--- src/rtl/cmd_pkg.sv ---
// Shared types and constants for the command frame receiver.
// Latency: n/a (declarations only).
// Backpressure: n/a.
package cmd_pkg;

  typedef enum logic [2:0] {
    IDLE,
    GET_OP,
    GET_ARG,
    GET_CHK,
    ISSUE
  } state_e;

  typedef enum logic [3:0] {
    OP_START     = 4'd1,
    OP_ROCK      = 4'd2,
    OP_SCISSORS  = 4'd3,
    OP_PAPER     = 4'd4,
    OP_CLR_SCORE = 4'd5
  } op_e;

  localparam logic [7:0] SYNC_BYTE_DEF = 8'hAA;
  localparam logic [3:0] OP_MAX        = 4'd5;

  // An opcode byte is legal only with a clear upper nibble and a known command.
  function automatic logic op_is_valid(input logic [7:0] op);
    return (op[7:4] == 4'd0) && (op[3:0] >= OP_START) && (op[3:0] <= OP_MAX);
  endfunction

endpackage

--- src/rtl/byte_timer.sv ---
// Inter-byte watchdog: counts enabled cycles since the last byte strobe.
// Latency: expire pulses in the cycle the count sits at TIMEOUT_CYC-1.
// Backpressure: none; clear always wins over counting and expiry.
module byte_timer #(
  parameter int TIMEOUT_CYC = 500000
) (
  input  logic clk,
  input  logic rst,
  input  logic clear,
  input  logic en,
  output logic expire
);

  localparam int CW = (TIMEOUT_CYC > 1) ? $clog2(TIMEOUT_CYC) : 1;
  localparam logic [CW-1:0] LAST = CW'(TIMEOUT_CYC - 1);

  logic [CW-1:0] cnt;

  // A byte in the same cycle as the last count suppresses the expiry.
  assign expire = en && !clear && (cnt == LAST);

  // Restart on every byte, advance only while a frame is in progress,
  // and wrap after expiry so the pulse is a single cycle.
  always_ff @(posedge clk) begin
    if (rst) begin
      cnt <= '0;
    end else if (clear) begin
      cnt <= '0;
    end else if (en) begin
      if (cnt == LAST) cnt <= '0;
      else             cnt <= cnt + 1'b1;
    end
  end

endmodule

--- src/rtl/cmd_frame_ctrl.sv ---
// Decodes SYNC/OP/ARG/CHK byte frames into a single held command.
// Latency: cmd_valid rises one cycle after the CHK byte strobe.
// Backpressure: command held until cmd_ready; bytes arriving meanwhile are dropped and counted.
module cmd_frame_ctrl
  import cmd_pkg::*;
#(
  parameter int         TIMEOUT_CYC = 500000,
  parameter logic [7:0] SYNC_BYTE   = SYNC_BYTE_DEF
) (
  input  logic       clk,
  input  logic       rst,
  input  logic [7:0] rx_data,
  input  logic       rx_data_valid,
  output logic       cmd_valid,
  input  logic       cmd_ready,
  output logic [3:0] cmd_op,
  output logic [7:0] cmd_arg,
  output logic       busy,
  output logic [7:0] err_cnt
);

  state_e     state_q, state_d;
  logic [7:0] op_q, arg_q, err_q;
  logic       ld_op, ld_arg, err_inc;
  logic       timer_en, expire, frame_ok;

  assign timer_en = (state_q == GET_OP) || (state_q == GET_ARG) || (state_q == GET_CHK);
  assign frame_ok = (rx_data == (op_q ^ arg_q)) && op_is_valid(op_q);

  byte_timer #(
    .TIMEOUT_CYC (TIMEOUT_CYC)
  ) u_timer (
    .clk    (clk),
    .rst    (rst),
    .clear  (rx_data_valid),
    .en     (timer_en),
    .expire (expire)
  );

  // Next-state and strobes; a byte strobe always beats a timer expiry.
  always_comb begin
    state_d = state_q;
    ld_op   = 1'b0;
    ld_arg  = 1'b0;
    err_inc = 1'b0;
    unique case (state_q)
      IDLE: begin
        if (rx_data_valid && (rx_data == SYNC_BYTE)) state_d = GET_OP;
      end
      GET_OP: begin
        if (rx_data_valid) begin
          ld_op   = 1'b1;
          state_d = GET_ARG;
        end else if (expire) begin
          err_inc = 1'b1;
          state_d = IDLE;
        end
      end
      GET_ARG: begin
        if (rx_data_valid) begin
          ld_arg  = 1'b1;
          state_d = GET_CHK;
        end else if (expire) begin
          err_inc = 1'b1;
          state_d = IDLE;
        end
      end
      GET_CHK: begin
        if (rx_data_valid) begin
          if (frame_ok) begin
            state_d = ISSUE;
          end else begin
            err_inc = 1'b1;
            state_d = IDLE;
          end
        end else if (expire) begin
          err_inc = 1'b1;
          state_d = IDLE;
        end
      end
      ISSUE: begin
        if (rx_data_valid) err_inc = 1'b1;
        if (cmd_ready)     state_d = IDLE;
      end
      default: state_d = IDLE;
    endcase
  end

  // State register; reset drops any partial frame or pending command.
  always_ff @(posedge clk) begin
    if (rst) state_q <= IDLE;
    else     state_q <= state_d;
  end

  // Field latches; they only load in GET_OP/GET_ARG so they hold through ISSUE.
  always_ff @(posedge clk) begin
    if (rst) begin
      op_q  <= '0;
      arg_q <= '0;
    end else begin
      if (ld_op)  op_q  <= rx_data;
      if (ld_arg) arg_q <= rx_data;
    end
  end

  // Saturating reject counter.
  always_ff @(posedge clk) begin
    if (rst)                            err_q <= '0;
    else if (err_inc && (err_q != 8'hFF)) err_q <= err_q + 8'd1;
  end

  assign cmd_valid = (state_q == ISSUE);
  assign cmd_op    = op_q[3:0];
  assign cmd_arg   = arg_q;
  assign busy      = (state_q != IDLE);
  assign err_cnt   = err_q;

endmodule

--- config.mk ---
export PLATFORM = sky130hd
export DESIGN_NAME = cmd_frame_ctrl
export DESIGN_NICKNAME = d
export VERILOG_FILES = /design/src/rtl/cmd_pkg.sv /design/src/rtl/byte_timer.sv /design/src/rtl/cmd_frame_ctrl.sv
export SDC_FILE = /design/constraint.sdc
export NUM_CORES = 1
export LEC_CHECK = 0
export CAP_MARGIN = 20
export CORE_MARGIN = 5
export CORE_UTILIZATION = 49
export CTS_CLUSTER_SIZE = 14
export DETAILED_ROUTE_END_ITERATION = 6
export GPL_ROUTABILITY_DRIVEN = 0
export PLACE_DENSITY = 0.75
export SYNTH_ARGS = -nofsm -noshare
export SYNTH_HDL_FRONTEND = slang
export SYNTH_HIERARCHICAL = 1
export SYNTH_SLANG_ARGS = --single-unit
--- constraint.sdc ---
create_clock -name clk -period 2.8 [get_ports clk]
set_clock_uncertainty 0.1 [all_clocks]
set_input_delay 0.42 -clock clk [delete_from_list [all_inputs] [get_ports clk]]
set_output_delay 0.42 -clock clk [all_outputs]
set_load 0.01 [all_outputs]
==> flow_summary.json, run 1 <==
{
  "drc": 0,
  "relSlewSlack_pct": 52.4,
  "ant_nets": 0,
  "min_to": "u_timer/cnt[18]$_SDFFE_PP0P_",
  "ys_seq_area_share_pct": 37.0,
  "final_util_pct": 62.9,
  "switching_share_pct": 21.2,
  "synth_top_area_share_pct": 37.0,
  "hold_violations": 0,
  "met1Wirelength_um": 2550,
  "syn-cell-area_um2": 2490,
  "yosys-top-cells-count": "dfxtp_1, nor2_1, mux2i_1",
  "cp_common_cell": "a32oi_2",
  "dp_hpwl_um": 4010,
  "power.switching_w": 0.000299,
  "start_util_pct": 49.7,
  "cp_max_fo": 6,
  "grt_use_total_pct": 17.9,
  "multi_input_area_um2": 1520,
  "async_flop_share_pct": 0,
  "pwr-share-seq_pct": 47.1,
  "power_density_nw_per_um2": 449,
  "critical_path.cell_chain": "or4b_4 -> nor4_4 -> nand2_1 -> nor2_2 -> nor3b_2 -> a32oi_2 -> a32oi_2 -> o21ai_4 -> or3_4 -> a21oi_2",
  "grt_pass1_wl_um": 9240,
  "slew_viol_final": 0,
  "muxShareOfSynthArea_pct": 8.74,
  "p_int_w": 0.00111,
  "drtIter0Drc": 92,
  "rows": 26,
  "cts.sinks": 46,
  "die_w_um": 81.3,
  "io_pins": 34,
  "wirelength_um": 5620,
  "core_area_um2": 5010,
  "first_global_vias": 1937,
  "syn-instance-count": 260,
  "layout-drive-gt1-share_pct": 20.8,
  "htreeDepth": 2,
  "synth-simple-area-share_pct": 27.5,
  "cts_root_buffer": "clkbuf_8",
  "syn_to_final_growth_pct": 26.5,
  "dieHeight_um": 81.3,
  "ys_seq_elements": 46,
  "yosys.area_share.adder_pct": 1.01,
  "synthXorXnorAreaFrac_pct": 12.9,
  "synth_compound_area_share_pct": 8.39,
  "final-seq-area_um2": 927,
  "cts_tree": "done",
  "end_kind": "register",
  "io_buffer_count": 33,
  "layout_min_cycle_time_ps": 2740,
  "drtPass1Iterations": 4,
  "ctsHoldBuffers": 0,
  "synth_area_leader_cell": "dfxtp_1",
  "status": "complete, no violations",
  "worstSetupPathType": "reg -> reg",
  "clk_path_buf_depth": 2,
  "r2r_slack_ps": 60,
  "num_vias": 2021,
  "vdd_drop_max_mv": 0.288,
  "finalWorstSetupSlack_ps": 55.4,
  "reg2reg_from": "u_timer/cnt[6]$_SDFFE_PP0P_",
  "yosysMostFrequentCell": "dfxtp_1",
  "worst_pin_slew_ps": 707,
  "rsz0062_at_grt": "yes",
  "crit_required_ps": 2930,
  "vias_per_cell": 5.42,
  "antenna_found_initial": 0,
  "p_leak_nw": 1.08,
  "wl_met2_um": 2810,
  "slowest_stage": "or4b_4",
  "synth_top_family_by_area": "simple AND/OR/NAND/NOR gates",
  "wl_per_cell_um": 15.1,
  "setup_viol": 0,
  "p_clk_share_pct": 42.6,
  "cap_violations": 0,
  "max_freq_ghz": 0.364,
  "place_ws_ps": 98.0,
  "synth_edf_count": 0,
  "syn_nets": 274,
  "dr.max_layer_used": "met4",
  "max_stage_delay_ps": 520,
  "synthTopCellsByArea": "dfxtp_1, mux2i_1, nor2_1",
  "numCtsBuffers": 5,
  "clk_latency_ps": 300,
  "grt_overflow": 0,
  "stdcell_area_um2": 3150,
  "place_area_um2": 2920,
  "num-nets-final": 316,
  "yosys_warnings": 6,
  "whs_path_depth": 2,
  "ff2ff_path_depth": 10,
  "met3_length_um": 183,
  "r2r_end": "err_cnt[3]$_SDFFE_PP0P_",
  "grt_max_degree": 19,
  "antenna_cells": 0,
  "hold_ws_ps": 397,
  "critical_path_buf_inv_count": 0,
  "syn_avg_cell_area_um2": 9.58,
  "fin_crit_sh_pct": 98.0,
  "min_path_type": "reg -> reg",
  "fillers": 426,
  "crit_family": "simple AND/OR/NAND/NOR gates",
  "critPathLaunchType": "register",
  "clk_pin_slew_ps": 90,
  "worstHoldStart": "u_timer/cnt[18]$_SDFFE_PP0P_",
  "yosys_most_used_dff": "dfxtp_1",
  "synth_cell_types": 65,
  "arrival_ps": 2880,
  "crit_start": "u_timer/cnt[6]$_SDFFE_PP0P_",
  "comb_power_share_pct": 10.2,
  "design.die.area_um2": 6610
}
[worst min-delay path: stages, from the launching register on]
cell     delay (ps)
dfxtp_1         330
o31ai_1          80
a21oi_2          50
[cell families after synthesis]
| kind of cell | count (synthesis) |
|---|---|
| AND/OR/NAND/NOR | 117 |
| buffers and inverters | 19 |
| multiplexers | 20 |
| AO/OA/AOI/OAI | 30 |
| adder cells (fa/ha/maj) | 2 |
| XOR/XNOR | 26 |
| flip-flops | 46 |
[metrics by stage]
step / total power [W] / std cells / setup TNS [ps]
after global placement: 0.000823 / 361 / 0
after detailed placement: 0.000825 / 361 / 0
final: 0.00141 / 373 / 0
after floorplan: 0.000770 / 260 / 0
after global routing: 0.00147 / 373 / -175
after CTS: 0.00143 / 369 / 0
[layout make-up]
class	count	area share, %
multi-input cells	195	48.2
flip-flops and latches	46	29.4
repair buffers	50	14.5
well taps	70	2.78
clock buffers	6	2.62
clock inverters	2	1.91
inverters	4	0.477
[cells in the final DEF, fill, tap and decap left out, types with 3 or more instances in the layout]
cell type / instances
mux2i_1: 18
clkdlybuf4s50_1: 33
or3_4: 3
and3_1: 3
nor4_1: 8
o21ai_0: 3
nor2_1: 39
nand2b_1: 3
nand3_1: 7
buf_4: 17
xnor2_1: 11
clkbuf_8: 6
nand2_1: 10
dfxtp_1: 43
inv_1: 4
a21oi_1: 6
nand4_1: 7
nor3_1: 5
o21ai_1: 4
nor2b_1: 3
a21oi_2: 3
xor2_1: 7
[worst max-delay path by stage]
stage	endpoint	slack, ps	cells after the start
6_report	err_cnt[3]$_SDFFE_PP0P_	60	10
4_1_cts	err_cnt[3]$_SDFFE_PP0P_	50	10
2_1_floorplan	err_cnt[4]$_SDFFE_PP0P_	40	14
3_5_place_dp	err_cnt[4]$_SDFFE_PP0P_	100	10
3_3_place_gp	err_cnt[4]$_SDFFE_PP0P_	190	10
5_1_grt	err_cnt[3]$_SDFFE_PP0P_	-60	10
[registers in the layout, indices dropped and copies added, names as in the netlist]
register and flops:
state_q 3, err_cnt 8, op_q 8, u_timer/cnt 19
cmd_arg 8
[power groups by stage]
stage | clock network [W] | logic (W) | registers, W
CTS | 0.000617 | 0.000143 | 0.000667
global route | 0.000647 | 0.000156 | 0.000667
finish | 0.000603 | 0.000144 | 0.000666
floorplan | 0 | 0.0000879 | 0.000682
detailed placement | 0 | 0.000142 | 0.000682
global placement | 0 | 0.000141 | 0.000682
[repair_timing]
item                       CTS  global route
hold endpoints to repair     0             0
buffers inserted             0             4
resized for setup            0            14
setup endpoints to repair    0             4
[per-layer routing]
metal	vias up	global-route usage, %
met4	0	5.24
met3	9	3.55
li1	1004	-
met5	-	0
met1	972	23.0
met2	36	30.1
Power figures use the tool's default switching activity.
==> run 2: changes to the inputs <==
--- a/config.mk
+++ b/config.mk
@@ -6,7 +6,7 @@
 export NUM_CORES = 1
 export LEC_CHECK = 0
 export CAP_MARGIN = 20
-export CORE_MARGIN = 5
+export CORE_MARGIN = 3
 export CORE_UTILIZATION = 49
 export CTS_CLUSTER_SIZE = 14
 export DETAILED_ROUTE_END_ITERATION = 6
==> run 2 against run 1 <==
Against the previous run: hold slack better by 4.3 ps; power down 17%; core utilization up 0.25 points; count of clock-buffer cells in the layout up 1; final cell count down 2.1%; via count down 2.3%; sequential power about the same; die area down 9.6%; fmax up 2.4%; final area down 3.5%; wire length down 8.5%; critical path type unchanged.
==> flow_summary.json, run 2 (synthesis gave the netlist of run 1 again) <==
{
  "whs_path_depth": 2,
  "design.die.area_um2": 5970,
  "place_ws_ps": 118,
  "worstHoldStart": "u_timer/cnt[18]$_SDFFE_PP0P_",
  "min_path_type": "reg -> reg",
  "cp_max_fo": 6,
  "syn_to_final_growth_pct": 22.1,
  "worstSetupPathType": "reg -> reg",
  "pwr-share-seq_pct": 56.5,
  "max_freq_ghz": 0.373,
  "final_common_cell": "dfxtp_1",
  "reg2reg_from": "u_timer/cnt[6]$_SDFFE_PP0P_",
  "switching_share_pct": 23.4,
  "num_vias": 1975,
  "clk_latency_ps": 290,
  "largest_register_ffs": 19,
  "start_util_pct": 51.7,
  "clk_pin_slew_ps": 80,
  "layout-drive-gt1-share_pct": 18.1,
  "crit_required_ps": 2880,
  "final_util_pct": 63.1,
  "max_stage_delay_ps": 520,
  "worst_pin_slew_ps": 793,
  "cts_tree": "done",
  "min_to": "u_timer/cnt[18]$_SDFFE_PP0P_",
  "grt_max_degree": 23,
  "slowest_stage": "or4b_4",
  "p_leak_nw": 1.03,
  "fin_crit_sh_pct": 95.7,
  "wl_per_cell_um": 14.1,
  "cts.sinks": 46,
  "top_register": "u_timer/cnt",
  "crit_family": "simple AND/OR/NAND/NOR gates",
  "drc": 0,
  "drtPass1Iterations": 4,
  "grt_pass1_wl_um": 8800,
  "rows": 25,
  "r2r_slack_ps": 120,
  "vdd_drop_max_mv": 0.356,
  "numCtsBuffers": 5,
  "power.switching_w": 0.000276,
  "fillers": 423,
  "io_buffer_count": 33,
  "clk_path_buf_depth": 2,
  "finalWorstSetupSlack_ps": 121,
  "antenna_cells": 0,
  "wirelength_um": 5140,
  "rsz0062_at_grt": "yes",
  "ctsHoldBuffers": 0,
  "htreeDepth": 2,
  "power_density_nw_per_um2": 388,
  "multi_input_area_um2": 1510,
  "first_global_vias": 1901,
  "dieHeight_um": 77.3,
  "status": "complete, no violations",
  "ff2ff_path_depth": 10,
  "core_area_um2": 4820,
  "p_clk_share_pct": 31.5,
  "layout_min_cycle_time_ps": 2680,
  "comb_power_share_pct": 11.9,
  "cap_violations": 0,
  "critical_path_buf_inv_count": 0,
  "grt_use_total_pct": 17.9,
  "p_int_w": 0.000902,
  "vias_per_cell": 5.41,
  "hold_ws_ps": 402,
  "critPathLaunchType": "register",
  "ant_nets": 0,
  "hold_violations": 0,
  "tns_ps": 0,
  "grt_overflow": 0,
  "r2r_end": "err_cnt[5]$_SDFFE_PP0P_",
  "layout_common_cells": "dfxtp_1, nor2_1, clkdlybuf4s50_1",
  "arrival_ps": 2760,
  "power.total_w": 0.00118,
  "setup_viol": 0,
  "critical_path.cell_chain": "or4b_4 -> nor4_4 -> nand2_1 -> nor2_2 -> nor3b_2 -> a32oi_2 -> a32oi_2 -> o21ai_4 -> nor2_2 -> mux2_4",
  "drtIter0Drc": 63,
  "cts_root_buffer": "clkbuf_8",
  "dp_hpwl_um": 3840,
  "slew_viol_final": 0,
  "end_kind": "register",
  "die_w_um": 77.3,
  "relSlewSlack_pct": 46.6,
  "antenna_found_initial": 0,
  "final-seq-area_um2": 927,
  "num-nets-final": 312,
  "io_pins": 34
}
==> run 2: cell count changes in the layout (fill, tap and decap cells not counted) <==
cell,change
a21oi_1,+1
a21oi_2,-1
buf_4,-4
bufinv_16,-2
clkbuf_1,+2
clkbuf_8,-1
or3_1,+1
or3_4,-1
==> run 2: layout make-up <==
cell class              instances  area share (%)
multi-input cells             195            49.7
clock buffers                   7            2.51
well taps                      67            2.76
flip-flops and latches         46            30.5
repair buffers                 46            14.1
inverters                       4           0.494
==> run 2: power by group through the flow <==
| stage | Sequential [W] | Clock (W) | Combinational [W] |
|---|---|---|---|
| 4_1_cts | 0.000667 | 0.000382 | 0.000140 |
| 3_3_place_gp | 0.000682 | 0 | 0.000137 |
| 3_5_place_dp | 0.000683 | 0 | 0.000139 |
| 5_1_grt | 0.000667 | 0.000418 | 0.000151 |
| 6_report | 0.000666 | 0.000371 | 0.000141 |
| 2_1_floorplan | 0.000682 | 0 | 0.0000879 |
==> run 2: worst reg2reg max path, delay by kind of cell (launching register included) <==
| kind | cells | cell delay (ps) |
|---|---|---|
| AOI/OAI and AO/OA | 3 | 470 |
| DFF | 1 | 350 |
| and+or+nand+nor | 6 | 1340 |
| muxes | 1 | 300 |
==> run 2: per-stage QoR <==
| stage | cells | cell area, um^2 |
|---|---|---|
| after floorplan | 260 | 2500 |
| after global placement | 355 | 2900 |
| after detailed placement | 355 | 2900 |
| after CTS | 362 | 2970 |
| after global routing | 365 | 3040 |
| final | 365 | 3040 |
==> run 2: worst max-delay path by stage <==
stage / startpoint / end / slack (ps) / cells past startpoint
global route: u_timer/cnt[6]$_SDFFE_PP0P_ / err_cnt[4]$_SDFFE_PP0P_ / -50 / 10
finish: u_timer/cnt[6]$_SDFFE_PP0P_ / err_cnt[5]$_SDFFE_PP0P_ / 120 / 10
CTS: u_timer/cnt[6]$_SDFFE_PP0P_ / err_cnt[4]$_SDFFE_PP0P_ / 90 / 10
floorplan: state_q[0]$_SDFFE_PP0P_ / err_cnt[4]$_SDFFE_PP0P_ / 40 / 14
detailed placement: u_timer/cnt[6]$_SDFFE_PP0P_ / err_cnt[4]$_SDFFE_PP0P_ / 120 / 10
global placement: u_timer/cnt[6]$_SDFFE_PP0P_ / err_cnt[4]$_SDFFE_PP0P_ / 180 / 10
==> run 2: repair_timing <==
action / CTS / global route
endpoints found under the setup margin: 0 / 4
hold endpoints to repair: 0 / 0
buffers inserted: 0 / 3
resized for setup: 0 / 12
==> run 2: per-layer routing <==
layer,wire length (um),GRT usage [%]
met1,2490,23.8
met2,2450,29.6
met3,138,3.76
met4,49,4.27
met5,0,0
==> run 3: changes to the inputs <==
--- a/config.mk
+++ b/config.mk
@@ -10,7 +10,6 @@
 export CORE_UTILIZATION = 49
 export CTS_CLUSTER_SIZE = 14
 export DETAILED_ROUTE_END_ITERATION = 6
-export GPL_ROUTABILITY_DRIVEN = 0
 export PLACE_DENSITY = 0.75
 export SYNTH_ARGS = -nofsm -noshare
 export SYNTH_HDL_FRONTEND = slang
==> results of run 3 <==
The final DEF is identical to that of run 2; final timing and power are the same.
